## src/rtl/peripheral_tap_scheduler_if.sv

```systemverilog
// Bundle of the configuration, checker-request and TAP-record streams.
// slave: the scheduler side. master: the environment driving it.
interface peripheral_tap_scheduler_if #(
  parameter int NUM_REQ   = 4,
  parameter int ID_WIDTH  = 8,
  parameter int CNT_WIDTH = 16
);
  localparam int SRC_W = $clog2(NUM_REQ);

  logic                         cfg_valid;
  logic [CNT_WIDTH-1:0]         cfg_numtests;
  logic                         cfg_ready;
  logic                         cfg_err;
  logic [NUM_REQ-1:0]           req_valid;
  logic [NUM_REQ-1:0]           req_ok;
  logic [NUM_REQ*ID_WIDTH-1:0]  req_id;
  logic [NUM_REQ-1:0]           req_ready;
  logic                         out_valid;
  logic                         out_ready;
  logic                         out_plan;
  logic [CNT_WIDTH-1:0]         out_tc;
  logic                         out_ok;
  logic [ID_WIDTH-1:0]          out_id;
  logic [SRC_W-1:0]             out_src;
  logic [CNT_WIDTH-1:0]         pass_count;
  logic [CNT_WIDTH-1:0]         fail_count;
  logic                         done;
  logic                         err_overflow;

  modport slave (
    input  cfg_valid, cfg_numtests, req_valid, req_ok, req_id, out_ready,
    output cfg_ready, cfg_err, req_ready, out_valid, out_plan, out_tc,
           out_ok, out_id, out_src, pass_count, fail_count, done, err_overflow
  );

  modport master (
    output cfg_valid, cfg_numtests, req_valid, req_ok, req_id, out_ready,
    input  cfg_ready, cfg_err, req_ready, out_valid, out_plan, out_tc,
           out_ok, out_id, out_src, pass_count, fail_count, done, err_overflow
  );
endinterface

```

## src/rtl/peripheral_tap_scheduler.sv

```systemverilog
// TAP result scheduler: emits the plan record "1..N", then round-robin
// grants checker submissions and numbers them 1..N on a valid/ready stream.
// Submissions arriving after N records are drained and flagged as overflow.
module peripheral_tap_scheduler #(
  parameter int NUM_REQ   = 4,
  parameter int ID_WIDTH  = 8,
  parameter int CNT_WIDTH = 16
) (
  input logic                      clk,
  input logic                      rst,
  peripheral_tap_scheduler_if.slave bus
);
  localparam int SRC_W = $clog2(NUM_REQ);

  typedef enum logic [1:0] {
    ST_IDLE   = 2'd0,
    ST_HEADER = 2'd1,
    ST_RUN    = 2'd2,
    ST_DONE   = 2'd3
  } state_t;

  state_t               state_r;
  logic [CNT_WIDTH-1:0] n_r;
  logic [CNT_WIDTH-1:0] cur_tc_r;
  logic [SRC_W-1:0]     ptr_r;
  logic                 cfg_ready_r;
  logic                 cfg_err_r;
  logic                 out_valid_r;
  logic                 out_plan_r;
  logic [CNT_WIDTH-1:0] out_tc_r;
  logic                 out_ok_r;
  logic [ID_WIDTH-1:0]  out_id_r;
  logic [SRC_W-1:0]     out_src_r;
  logic [CNT_WIDTH-1:0] pass_r;
  logic [CNT_WIDTH-1:0] fail_r;
  logic                 done_r;
  logic                 err_ovf_r;

  logic                 win_found_s;
  logic [SRC_W-1:0]     win_idx_s;
  logic                 win_ok_s;
  logic [ID_WIDTH-1:0]  win_id_s;
  logic                 grant_s;
  logic [NUM_REQ-1:0]   req_ready_s;

  // Round-robin search: first pending checker after the pointer, wrapping.
  always_comb begin
    logic [SRC_W:0] sum_v;
    win_found_s = 1'b0;
    win_idx_s   = '0;
    sum_v       = '0;
    for (int k = 1; k <= NUM_REQ; k++) begin
      sum_v = {1'b0, ptr_r} + (SRC_W+1)'(k);
      if (sum_v >= (SRC_W+1)'(NUM_REQ)) begin
        sum_v = sum_v - (SRC_W+1)'(NUM_REQ);
      end else begin
        sum_v = sum_v;
      end
      if (!win_found_s && bus.req_valid[sum_v[SRC_W-1:0]]) begin
        win_found_s = 1'b1;
        win_idx_s   = sum_v[SRC_W-1:0];
      end else begin
        win_found_s = win_found_s;
      end
    end
  end

  // Pick the winner's result bit and description id.
  always_comb begin
    win_ok_s = 1'b0;
    win_id_s = '0;
    for (int i = 0; i < NUM_REQ; i++) begin
      if (win_idx_s == SRC_W'(i)) begin
        win_ok_s = bus.req_ok[i];
        win_id_s = bus.req_id[i*ID_WIDTH +: ID_WIDTH];
      end else begin
        win_ok_s = win_ok_s;
      end
    end
  end

  // Grant when the output slot frees up and tests remain; in DONE, drain.
  always_comb begin
    grant_s     = 1'b0;
    req_ready_s = '0;
    case (state_r)
      ST_RUN:  grant_s = (!out_valid_r || bus.out_ready) && (cur_tc_r < n_r) && win_found_s;
      ST_DONE: grant_s = win_found_s;
      default: grant_s = 1'b0;
    endcase
    if (grant_s) begin
      req_ready_s[win_idx_s] = 1'b1;
    end else begin
      req_ready_s = '0;
    end
  end

  // Main sequencer: state, record register, counters and status flags.
  always_ff @(posedge clk) begin
    if (rst) begin
      state_r     <= ST_IDLE;
      n_r         <= '0;
      cur_tc_r    <= '0;
      ptr_r       <= SRC_W'(NUM_REQ-1);
      cfg_ready_r <= 1'b1;
      cfg_err_r   <= 1'b0;
      out_valid_r <= 1'b0;
      out_plan_r  <= 1'b0;
      out_tc_r    <= '0;
      out_ok_r    <= 1'b0;
      out_id_r    <= '0;
      out_src_r   <= '0;
      pass_r      <= '0;
      fail_r      <= '0;
      done_r      <= 1'b0;
      err_ovf_r   <= 1'b0;
    end else begin
      cfg_err_r <= 1'b0;
      if (grant_s) begin
        ptr_r <= win_idx_s;
      end
      case (state_r)
        ST_IDLE: begin
          if (bus.cfg_valid) begin
            if (bus.cfg_numtests != '0) begin
              n_r         <= bus.cfg_numtests;
              cur_tc_r    <= '0;
              cfg_ready_r <= 1'b0;
              state_r     <= ST_HEADER;
              out_valid_r <= 1'b1;
              out_plan_r  <= 1'b1;
              out_tc_r    <= bus.cfg_numtests;
              out_ok_r    <= 1'b0;
              out_id_r    <= '0;
              out_src_r   <= '0;
            end else begin
              cfg_err_r <= 1'b1;
            end
          end
        end
        ST_HEADER: begin
          if (bus.out_ready) begin
            out_valid_r <= 1'b0;
            state_r     <= ST_RUN;
          end
        end
        ST_RUN: begin
          if (grant_s) begin
            out_valid_r <= 1'b1;
            out_plan_r  <= 1'b0;
            out_tc_r    <= cur_tc_r + CNT_WIDTH'(1);
            out_ok_r    <= win_ok_s;
            out_id_r    <= win_id_s;
            out_src_r   <= win_idx_s;
            cur_tc_r    <= cur_tc_r + CNT_WIDTH'(1);
            if (win_ok_s) begin
              pass_r <= pass_r + CNT_WIDTH'(1);
            end else begin
              fail_r <= fail_r + CNT_WIDTH'(1);
            end
          end else if ((cur_tc_r == n_r) && (!out_valid_r || bus.out_ready)) begin
            out_valid_r <= 1'b0;
            done_r      <= 1'b1;
            state_r     <= ST_DONE;
          end else if (out_valid_r && bus.out_ready) begin
            out_valid_r <= 1'b0;
          end
        end
        ST_DONE: begin
          if (grant_s) begin
            err_ovf_r <= 1'b1;
          end
        end
        default: state_r <= ST_IDLE;
      endcase
    end
  end

  assign bus.cfg_ready    = cfg_ready_r;
  assign bus.cfg_err      = cfg_err_r;
  assign bus.req_ready    = req_ready_s;
  assign bus.out_valid    = out_valid_r;
  assign bus.out_plan     = out_plan_r;
  assign bus.out_tc       = out_tc_r;
  assign bus.out_ok       = out_ok_r;
  assign bus.out_id       = out_id_r;
  assign bus.out_src      = out_src_r;
  assign bus.pass_count   = pass_r;
  assign bus.fail_count   = fail_r;
  assign bus.done         = done_r;
  assign bus.err_overflow = err_ovf_r;
endmodule
```

## src/flat_wrapper.sv

```systemverilog
// flat-port wrapper written by rule: the top's interface ports become plain ports
module peripheral_tap_scheduler_flat 
#(
  parameter int NUM_REQ   = 4,
  parameter int ID_WIDTH  = 8,
  parameter int CNT_WIDTH = 16
)
  (clk, rst, bus_cfg_valid, bus_cfg_numtests, bus_req_valid, bus_req_ok, bus_req_id, bus_out_ready, bus_cfg_ready, bus_cfg_err, bus_req_ready, bus_out_valid, bus_out_plan, bus_out_tc, bus_out_ok, bus_out_id, bus_out_src, bus_pass_count, bus_fail_count, bus_done, bus_err_overflow);
  peripheral_tap_scheduler_if #(.NUM_REQ(NUM_REQ), .ID_WIDTH(ID_WIDTH), .CNT_WIDTH(CNT_WIDTH)) bus_i ();
  input logic clk;
  input logic rst;
  input wire logic [$bits(bus_i.cfg_valid)-1:0] bus_cfg_valid;
  input wire logic [$bits(bus_i.cfg_numtests)-1:0] bus_cfg_numtests;
  input wire logic [$bits(bus_i.req_valid)-1:0] bus_req_valid;
  input wire logic [$bits(bus_i.req_ok)-1:0] bus_req_ok;
  input wire logic [$bits(bus_i.req_id)-1:0] bus_req_id;
  input wire logic [$bits(bus_i.out_ready)-1:0] bus_out_ready;
  output wire logic [$bits(bus_i.cfg_ready)-1:0] bus_cfg_ready;
  output wire logic [$bits(bus_i.cfg_err)-1:0] bus_cfg_err;
  output wire logic [$bits(bus_i.req_ready)-1:0] bus_req_ready;
  output wire logic [$bits(bus_i.out_valid)-1:0] bus_out_valid;
  output wire logic [$bits(bus_i.out_plan)-1:0] bus_out_plan;
  output wire logic [$bits(bus_i.out_tc)-1:0] bus_out_tc;
  output wire logic [$bits(bus_i.out_ok)-1:0] bus_out_ok;
  output wire logic [$bits(bus_i.out_id)-1:0] bus_out_id;
  output wire logic [$bits(bus_i.out_src)-1:0] bus_out_src;
  output wire logic [$bits(bus_i.pass_count)-1:0] bus_pass_count;
  output wire logic [$bits(bus_i.fail_count)-1:0] bus_fail_count;
  output wire logic [$bits(bus_i.done)-1:0] bus_done;
  output wire logic [$bits(bus_i.err_overflow)-1:0] bus_err_overflow;
  assign bus_i.cfg_valid = bus_cfg_valid;
  assign bus_i.cfg_numtests = bus_cfg_numtests;
  assign bus_i.req_valid = bus_req_valid;
  assign bus_i.req_ok = bus_req_ok;
  assign bus_i.req_id = bus_req_id;
  assign bus_i.out_ready = bus_out_ready;
  assign bus_cfg_ready = bus_i.cfg_ready;
  assign bus_cfg_err = bus_i.cfg_err;
  assign bus_req_ready = bus_i.req_ready;
  assign bus_out_valid = bus_i.out_valid;
  assign bus_out_plan = bus_i.out_plan;
  assign bus_out_tc = bus_i.out_tc;
  assign bus_out_ok = bus_i.out_ok;
  assign bus_out_id = bus_i.out_id;
  assign bus_out_src = bus_i.out_src;
  assign bus_pass_count = bus_i.pass_count;
  assign bus_fail_count = bus_i.fail_count;
  assign bus_done = bus_i.done;
  assign bus_err_overflow = bus_i.err_overflow;
  peripheral_tap_scheduler #(.NUM_REQ(NUM_REQ), .ID_WIDTH(ID_WIDTH), .CNT_WIDTH(CNT_WIDTH)) u_core (.clk(clk), .rst(rst), .bus(bus_i));
endmodule
```

## config.mk

```make
export PLATFORM = sky130hd
export DESIGN_NAME = peripheral_tap_scheduler_flat
export DESIGN_NICKNAME = d
export VERILOG_FILES = /design/src/rtl/peripheral_tap_scheduler_if.sv /design/src/rtl/peripheral_tap_scheduler.sv /design/src/flat_wrapper.sv
export SDC_FILE = /design/constraint.sdc
export NUM_CORES = 1
export LEC_CHECK = 0
export ABC_AREA = 1
export CORE_MARGIN = 2
export CORE_UTILIZATION = 50
export DETAILED_ROUTE_END_ITERATION = 7
export GPL_ROUTABILITY_DRIVEN = 0
export PLACE_DENSITY = 0.79
export SLEW_MARGIN = 20
export SYNTH_ARGS = -nofsm -noshare
export SYNTH_HDL_FRONTEND = slang
export SYNTH_SLANG_ARGS = --single-unit
```

## constraint.sdc

```tcl
create_clock -name clk -period 2.7 [get_ports clk]
set_input_delay 0.675 -clock clk [delete_from_list [all_inputs] [get_ports clk]]
set_output_delay 0.675 -clock clk [all_outputs]
set_load 0.1 [all_outputs]
```

==> impl_results.md <==
- Num CTS Buffers: 9
- Floorplan Core Area: 11500 um2
- Critical path arrival: 2050 ps
- FF-to-FF setup slack: 410 ps
- Via count of the first global-routing pass: 5905
- Worst Reg2Reg Path Length in Cells: 12
- Pins over their slew limit: 0
- Synthesized area divided by synthesized cell count: 6.97 um2
- Max H-tree Level: 3
- Overall via count from detail_route: 6273
- Antenna violation net count after detailed routing: 0
- Flip-flop and latch count after synthesis: 101
- Total global routing overflow: 0
- Static power due to leakage: 3.32 nW
- Average wire per cell in the routed design: 14.3 um
- Dpl hpwl: 11.9 mm
- Die height: 113 um
- Detailed router's first-iteration violation count: 420
- Final layout net count: 1101
- Clock tree from TritonCTS: built
- Final setup vio count: 4
- Highest achievable clock rate: 0.366 GHz
- Total power density per cell area: 1010 nW/um2
- Root cell of the clock tree: clkbuf_16
- Width of the die: 113 um
- Number of enable flip-flop cells after synthesis: 0
- Site row count: 39
- Number of port buffers: 128
- Max layer used: met4
- Clock edge transition at the registers on the reported setup and hold paths: 70 ps
- Sequential share of the synthesized area: 33.9%
- R2R Path Start: u_core.cur_tc_r[7]
- Maximum resistive drop on vdd: 1.08 mV
- Final critical-path setup slack: -29.3 ps
- Worst Clk Skew: 9.51 ps
- Layout Area Growth over Synthesis: 36.8%
- CP Capture Type: output pin
- Post-Synthesis Cell Area: 5960 um2
- Worst min-delay path category: reg -> reg
- Post-Synthesis Cells: 855
- Critical Path Fanout Max: 3
- Post-Place Cells: 1146
- Met1 Wirelength: 7.10 mm
- Destination of the worst hold path: u_core.bus.err_overflow
- First-pass GRT wire length: 27.8 mm
- Critical path class: reg -> out
- Launch point of the worst hold path: u_core.bus.err_overflow
- Status: complete, but fails checks
- Starting density of the core: 51.8%
- Global-route usage over all layers: 26.6%
- Transition time of the tightest slew-check pin: 941 ps
- Share of layout cells above drive strength 1: 25.8%
- Setup repair after global routing missed its margin: true
- Max-Cap Viols: 0
- Clock latency at the later pin of the worst-skew pair: 360 ps
- Top FF cell, synth: dfxtp_1
- Number of non-filler instances in the completed layout: 1166
- Router iterations before antenna repair: 7
- Number of inserted filler cells in the final layout: 998
- Utilization of the core after routing: 70.8%
- Number of antenna violations at the first check in global routing: 0
- Type of origin of the critical path: flop
- Power after layout: 8.26 mW
- Hold violation count in the final report: 0
- Area of the die: 12800 um2
- Critical R2R Capture: u_core.bus.out_tc[9]
- Distinct cell type count after synthesis: 40
- Total length of routed met3 wires: 1.13 mm
- Synth async-reset ratio: 0%
- Part of the cycle the worst path needs: 101%
- Wire length on met2: 8.16 mm
- Area leader, netlist: dfxtp_1
- Number of top-level design ports: 129
- Syn Nets: 938
- Rel. slew slack: 37.3%
- Synth top area cells: dfxtp_1, nand2_1, a21oi_1, nand3_1, ha_1
- Number of stages on the worst hold path: 2
- Pre-CTS setup slack: -326 ps
- Number of warnings reported in the yosys synthesis log: 0
- Final Routed Wirelength: 16.7 mm
- Buffer levels on the longest clock path: 2
- WP data required: 2030 ps
- Clock period minus final worst setup slack: 2730 ps
- Clock sinks: 101
- Detail-routed via count per cell: 5.38
- Quantity of hold-fixing buffers added after cts: 0
- Violated checks: DRC, setup timing
- Antenna fix cells: 0
- Largest net degree at the start of global routing: 82
- Fraction of synthesized cell area taken by the top area cell type: 33.9%
- Number of remaining DRC errors: 2
how the worst max path moves through the flow:
stage	start	to	slack, ps	depth (start not counted)
2_1_floorplan	bus_req_valid[2]	bus_req_ready[3]	-120	12
3_3_place_gp	bus_req_valid[1]	bus_req_ready[3]	-290	12
3_5_place_dp	bus_req_valid[0]	bus_req_ready[2]	-330	12
4_1_cts	u_core.n_r[1]	bus_req_ready[1]	-20	12
5_1_grt	u_core.n_r[15]	bus_req_ready[0]	-140	12
6_report	u_core.cur_tc_r[7]	bus_req_ready[0]	-30	10
cells in the final DEF, fill, tap and decap left out, types with 2 or more instances in the layout:
master           synthesis  layout
a21oi_2                 10      15
nand4_1                 26      26
dfxtp_2                  0      10
inv_4                    1       2
nand2_2                 25      36
o211ai_1                 2       2
buf_4                    5     120
nand2_4                  3       5
clkinv_2                 0       2
o21ai_1                  1       3
a21oi_1                 84      79
buf_12                   1       9
nand3_1                 74      72
xor2_1                  21      21
nor2_2                   2       3
nand3_4                  3       4
o21ai_0                 35      33
bufinv_16                0       2
clkdlybuf4s15_1          0       3
or2_1                    2       2
inv_1                   66      60
ha_4                     0       6
inv_2                    4       9
clkbuf_16                0       9
nor3_1                  12      12
nand3_2                  3       4
nor2_1                  64      57
clkdlybuf4s50_1          0      53
ha_1                    23      17
dfxtp_1                101      89
buf_6                    4       2
xnor2_1                 11      11
or2_2                    8       8
nand2_1                207     194
nor2_4                   2       8
dfxtp_4                  0       2
a31oi_1                 13      13
nor4_1                   6       5
metrics by stage:
| stage | cell area [um2] | TNS [ps] | hold slack, ps |
|---|---|---|---|
| 2_1_floorplan | 6010 | -117 | 433 |
| 3_3_place_gp | 7610 | -10900 | 437 |
| 3_5_place_dp | 7610 | -15150 | 449 |
| 4_1_cts | 8120 | -39.4 | 459 |
| 5_1_grt | 8160 | -497 | 479 |
| 6_report | 8160 | -63.7 | 460 |
flip-flops by register name, summed over array words and instances (netlist names):
name	count
u_core.bus.out_plan	1
u_core.bus.cfg_ready	1
u_core.cur_tc_r	16
u_core.bus.out_tc	16
u_core.bus.fail_count	16
u_core.bus.out_id	8
u_core.bus.pass_count	16
u_core.bus.err_overflow	1
u_core.bus.cfg_err	1
u_core.bus.done	1
u_core.state_r	2
u_core.n_r	16
u_core.bus.out_ok	1
u_core.bus.out_valid	1
u_core.ptr_r	2
u_core.bus.out_src	2
logic make-up (layout without fill, tap and decap cells):
logic type | count (synthesis) | in the layout | synth area share, %
AO/OA/AOI/OAI | 151 | 151 | 14.0
XOR/XNOR | 32 | 32 | 4.70
adder cells (fa/ha/maj) | 23 | 23 | 4.83
buffers and inverters | 109 | 277 | 8.25
flip-flops | 101 | 101 | 33.9
AND/OR/NAND/NOR | 439 | 439 | 34.3
cell usage after synthesis, types with 4 or more instances:
library cell,instances
nand4_1,26
inv_2,4
nor4_1,6
or2_2,8
buf_4,5
nor3_1,12
clkbuf_1,16
nand2_1,207
xor2_1,21
a21oi_1,84
buf_2,12
dfxtp_1,101
inv_1,66
nor2_1,64
ha_1,23
xnor2_1,11
o21ai_0,35
a31oi_1,13
buf_6,4
nand3_1,74
nand2_2,25
a21oi_2,10
routing by layer:
metal  up-vias  global-route usage, %
met2       207                   45.9
li1       3168                      -
met3        30                   6.59
met1      2868                   32.7
met4         0                   8.21
met5         -                      0
power breakdown:
| group | total (mW) | switching [mW] | internal (mW) |
|---|---|---|---|
| clock network | 1.43 | 0.591 | 0.836 |
| logic | 5.06 | 3.23 | 1.84 |
| registers | 1.76 | 0.108 | 1.66 |
critical path, stage by stage (launching register included):
cell	delay, ps
dfxtp_1	410
ha_4	230
a21oi_2	120
o21a_1	160
nand2_1	80
nand2_2	80
nand3_2	110
nand2_4	110
nand2_4	80
nor2_4	130
buf_12	180
layout make-up:
class / count / area [um2] / area share, %
inverter: 71 / 272 / 3.33
timing repair buffer: 190 / 1680 / 20.6
clock buffer: 10 / 239 / 2.93
multi-input combinational: 645 / 3660 / 44.8
tap: 143 / 179 / 2.19
sequential: 101 / 2040 / 25.0
clock inverter: 6 / 86.3 / 1.06
timing repair:
| item | in CTS | in global routing |
|---|---|---|
| setup endpoints to repair | 4 | 5 |
| gates resized for setup | 47 | 16 |
| pin swaps | 16 | 10 |
| setup buffers | 3 | 1 |
Power figures use the tool's default switching activity.
